$ cat src/rtl/imm_extend_unit.sv
// Immediate-generation stage between decode and execute.
// Turns the raw immediate/jump field into a full-width operand
// (sign-extend, zero-extend, LUI, branch offset, jump target) and holds
// results in a 2-entry buffer behind valid/ready handshakes. The head
// entry drives the outputs and the tail entry is the skid slot.
module imm_extend_unit #(
  parameter int IN_W  = 16,
  parameter int OUT_W = 32,
  parameter int JMP_W = 26
) (
  input  logic             clk,
  input  logic             rst_n,
  input  logic             in_valid,
  output logic             in_ready,
  input  logic [2:0]       mode,
  input  logic [JMP_W-1:0] imm_in,
  input  logic [OUT_W-1:0] pc_plus4,
  output logic             out_valid,
  input  logic             out_ready,
  output logic [OUT_W-1:0] imm_out,
  output logic             mode_err
);

  localparam logic [2:0] MODE_SEXT   = 3'd0;
  localparam logic [2:0] MODE_ZEXT   = 3'd1;
  localparam logic [2:0] MODE_LUI    = 3'd2;
  localparam logic [2:0] MODE_BRANCH = 3'd3;
  localparam logic [2:0] MODE_JUMP   = 3'd4;

  logic [IN_W-1:0]  w_field;
  logic [OUT_W-1:0] w_sext;
  logic [OUT_W-1:0] w_zext;
  logic [OUT_W-1:0] w_lui;
  logic [OUT_W-1:0] w_branch;
  logic [OUT_W-1:0] w_jump;
  logic [OUT_W-1:0] w_result;
  logic             w_err;

  assign w_field  = imm_in[IN_W-1:0];
  assign w_sext   = {{(OUT_W-IN_W){w_field[IN_W-1]}}, w_field};
  assign w_zext   = {{(OUT_W-IN_W){1'b0}}, w_field};
  assign w_lui    = {w_field, {(OUT_W-IN_W){1'b0}}};
  assign w_branch = {w_sext[OUT_W-3:0], 2'b00};

  // The upper PC region vanishes when the jump field fills the whole operand.
  generate
    if (OUT_W > JMP_W + 2) begin : g_jump_pc
      logic w_unused_pc;
      assign w_jump      = {pc_plus4[OUT_W-1:JMP_W+2], imm_in, 2'b00};
      assign w_unused_pc = ^pc_plus4[JMP_W+1:0];
    end else begin : g_jump_nopc
      logic w_unused_pc;
      assign w_jump      = {imm_in, 2'b00};
      assign w_unused_pc = ^pc_plus4;
    end
  endgenerate

  // Select the operand for the requested mode; illegal modes yield zero with an error flag.
  always_comb begin
    w_result = '0;
    w_err    = 1'b0;
    case (mode)
      MODE_SEXT:   w_result = w_sext;
      MODE_ZEXT:   w_result = w_zext;
      MODE_LUI:    w_result = w_lui;
      MODE_BRANCH: w_result = w_branch;
      MODE_JUMP:   w_result = w_jump;
      default:     w_err    = 1'b1;
    endcase
  end

  logic [1:0]       r_count;
  logic             r_in_ready;
  logic [OUT_W-1:0] r_head_data;
  logic             r_head_err;
  logic [OUT_W-1:0] r_tail_data;
  logic             r_tail_err;

  logic       w_accept;
  logic       w_consume;
  logic [1:0] w_count_nxt;

  assign out_valid = (r_count != 2'd0);
  assign in_ready  = r_in_ready;
  assign imm_out   = r_head_data;
  assign mode_err  = r_head_err;

  assign w_accept  = in_valid & r_in_ready;
  assign w_consume = out_valid & out_ready;

  // Occupancy after this edge's accept/consume pair.
  always_comb begin
    w_count_nxt = r_count;
    if (w_accept && !w_consume)
      w_count_nxt = r_count + 2'd1;
    else if (!w_accept && w_consume)
      w_count_nxt = r_count - 2'd1;
  end

  // Occupancy and a registered ready, so out_ready never reaches in_ready combinationally.
  always_ff @(posedge clk or negedge rst_n) begin
    if (!rst_n) begin
      r_count    <= 2'd0;
      r_in_ready <= 1'b1;
    end else begin
      r_count    <= w_count_nxt;
      r_in_ready <= (w_count_nxt != 2'd2);
    end
  end

  // Head loads straight from the input when it is (or is becoming) free, else refills from the skid slot.
  always_ff @(posedge clk or negedge rst_n) begin
    if (!rst_n) begin
      r_head_data <= '0;
      r_head_err  <= 1'b0;
    end else if (w_accept && ((r_count == 2'd0) || ((r_count == 2'd1) && w_consume))) begin
      r_head_data <= w_result;
      r_head_err  <= w_err;
    end else if (w_consume && (r_count == 2'd2)) begin
      r_head_data <= r_tail_data;
      r_head_err  <= r_tail_err;
    end
  end

  // Skid slot captures a request that arrives while the head is stalled.
  always_ff @(posedge clk or negedge rst_n) begin
    if (!rst_n) begin
      r_tail_data <= '0;
      r_tail_err  <= 1'b0;
    end else if (w_accept && (r_count == 2'd1) && !w_consume) begin
      r_tail_data <= w_result;
      r_tail_err  <= w_err;
    end
  end

endmodule
$ cat config.mk
export PLATFORM = sky130hd
export DESIGN_NAME = imm_extend_unit
export DESIGN_NICKNAME = d
export VERILOG_FILES = /design/src/rtl/imm_extend_unit.sv
export SDC_FILE = /design/constraint.sdc
export NUM_CORES = 1
export LEC_CHECK = 0
export BUFFER_PORTS_ARGS = -buffer_cell sky130_fd_sc_hd__buf_4
export CORE_ASPECT_RATIO = 1.5
export CORE_MARGIN = 2
export CORE_UTILIZATION = 35
export CTS_BUF_LIST = sky130_fd_sc_hd__clkbuf_16
export DETAILED_ROUTE_END_ITERATION = 8
export GPL_ROUTABILITY_DRIVEN = 0
export PLACE_DENSITY = 0.65
export SETUP_SLACK_MARGIN = 0.05
export SYNTH_ARGS = -nofsm -noshare
export SYNTH_HDL_FRONTEND = slang
export SYNTH_SLANG_ARGS = --single-unit
$ cat constraint.sdc
create_clock -name clk -period 5 [get_ports clk]
set_input_delay 1 -clock clk [delete_from_list [all_inputs] [get_ports clk]]
set_output_delay 1 -clock clk [all_outputs]
set_load 0.05 [all_outputs]
==> results.ini <==
[finish]
num_antenna_cells = 0
register_area_um2 = 1730
synthToLayoutAreaGrowth_pct = 21.3
drive_gt1_share_pct = 40.2
final_core_util_pct = 43.3
stdcell_count = 523
nFillCells = 1079
final_nets = 439
multiInputGateArea_um2 = 1920

[yosys]
synth_area_per_cell_um2 = 12.5
synth_common_cells = 68 x dfrtp_1, 63 x mux2i_1, 53 x mux2_2, 26 x inv_1, 13 x a221oi_1
yosys.area_share.adder_pct = 0.961
yosysSeqAreaShare_pct = 44.2
synth_compound_area_share_pct = 7.68
synthFlopType = dfrtp_1
yosysTopAreaCell = dfrtp_1
synthMuxAreaShare_pct = 31.4
synth_top_family_by_area = multiplexers
synth_area_leaders = dfrtp_1 44%, mux2i_1 16%, mux2_2 15%
yosysTopAreaCellShare_pct = 43.5
syn_area_um2 = 3910
synth_xor_area_share_pct = 0.576
synth_nets = 380
yosysMostFrequentCell = dfrtp_1
ys_async_sr_fraction_pct = 100
synth_warnings = 0
synth_simple_gate_area_share_pct = 8.55
synth_edf_count = 0
syn_inst = 312
ys_ff_latch = 69
synth_cell_types = 39

[sta]
rsz0062_at_grt = no
worstMarginPinSlew_ns = 0.970
slew_viol_final = 0
clock_skew_ns = 0.00474
period_needed_ns = 2.56
hold_slack_ns = 0.498
max_slew_margin_pct = 35.1
finalSetupTns_ns = 0
period_share_pct = 51.3
max_freq_ghz = 0.390
hold_viol_final = 0
setup-violations-final = 0

[grt]
grt_overflow = 0
grt_pass1_vias = 2905
antenna_found_initial = 0
grtUsageTotal_pct = 16.0
grt_start_max_net_pins = 70
grt_pass1_wl_mm = 15.1

[worst_setup_path]
critPathBufInv = 2
crit_family = simple AND/OR/NAND/NOR gates
end_kind = register
cp_data_required_time_ns = 5.21
path_cells = buf_4 -> nand2_2 -> or2_1 -> buf_4 -> mux2_2
cp_slowest_cell = or2_1
cp_slowest_stage_delay_ns = 0.63
startpoint_type = input port
crit_arrival_ns = 2.78
path_class = in -> reg
cp_max_fo = 21
cp_common_cell = buf_4

[floorplan]
design.core.area_um2 = 10900
die_h_um = 133
start_util_pct = 35.7
die_w_um = 90.3
core.rowCount = 47
die-area_um2 = 12000
num_io_pins = 100

[placement]
place_inst = 507
portBuffers = 71
dpl.hpwl_mm = 6.26

[worst_hold_path]
hold_path_class = reg -> reg

[clock_tree]
ctsHoldBuffers = 0
clkTransAtPathRegs_ns = 0.05
cts_resized = 0
cts_tree = yes
clk_latency_ns = 0.33
cts_buffer_depth = 2
cts_buffers = 9
h-tree-depth = 3
cts_setup_buffers = 0
clock_sinks = 69
clock-root-buffer = clkbuf_16

[routing]
ant_nets = 0
drt_wl_total_mm = 9.04
drt_iter0_markers = 155
num_vias = 2701
routed_via_density = 5.16
detail_route.first_pass.iterations = 5
wire_per_inst_um = 17.3
drt_drc_violations_left = 0

[status]
status = finished, final reports clean

[flow_run]
maxCapViolCount = 0

[power]
irDropWorstVdd_uv = 235
leakagePower_nw = 2.56
power_density_nw_per_um2 = 605

[kinds of logic (layout without fill, tap and decap cells)]
kind of cell	count (synthesis)	count (layout)
simple gates	38	38
fa+ha+maj	3	3
xor+xnor	1	1
buf+inv	52	116
flops	69	69
mux	116	116
compound gates	33	33
[cells in the final DEF, fill, tap and decap left out, drive strengths merged, types with 2 or more instances in the layout]
master / n
buf: 74
a221o: 13
nor4bb: 10
nor2: 2
a221oi: 13
and4bb: 5
and3b: 2
nand4: 2
ha: 3
nor3b: 2
inv: 33
clkbuf: 9
o21ai: 2
nand2: 3
mux2i: 63
dfrtp: 68
and4b: 3
mux2: 53
and2b: 2
[per-layer routing]
layer	vias to the layer above	track usage, %	part of all wire, %
li1	1277	-	-
met1	1362	19.9	44
met2	50	26.1	51
met3	12	3.22	3.0
met4	0	8.80	2.6
met5	-	0	0
[power breakdown]
group | internal [mW] | switching, mW | leakage (nW) | total (mW)
clock network | 0.322 | 0.218 | 0.148 | 0.540
registers | 0.817 | 0.145 | 0.870 | 0.963
logic | 0.548 | 0.817 | 1.54 | 1.37
total | 1.69 | 1.18 | 2.56 | 2.87
[sequential cells by signal, summed over array words and instances (netlist names)]
register     count
in_ready         1
r_tail_err       1
mode_err         1
imm_out         32
r_tail_data     32
r_count          2
[layout make-up]
cell class,instances,area share [%]
clock buffer,9,4.75
clock inverter,7,0.555
inverter,26,2.06
multi-input combinational,191,40.6
sequential,69,36.5
tap,147,3.88
timing repair buffer,74,11.7
[worst paths after layout]
kind,start,endpoint,slack (ns),cells past startpoint
setup / recovery,in_valid,imm_out[9],2.44,5
hold / removal,r_tail_data[11],r_tail_data[11],0.50,1
setup reg to reg,r_count[1],imm_out[9],2.48,6
hold reg to reg,r_tail_data[11],r_tail_data[11],0.50,1
max in group asynchronous,rst_n,imm_out[13],3.63,1
min in group asynchronous,rst_n,imm_out[28],0.78,1
[metrics by stage]
step / worst slack (ns) / cell area (um2) / power [mW]
after floorplan: 2.84 / 3910 / 1.98
after global placement: 2.14 / 4490 / 2.31
after detailed placement: 2.09 / 4490 / 2.36
after CTS: 2.44 / 4740 / 2.91
after global routing: 2.31 / 4740 / 3.05
final: 2.44 / 4740 / 2.87
Note: power is estimated with default switching activity, not from simulation.
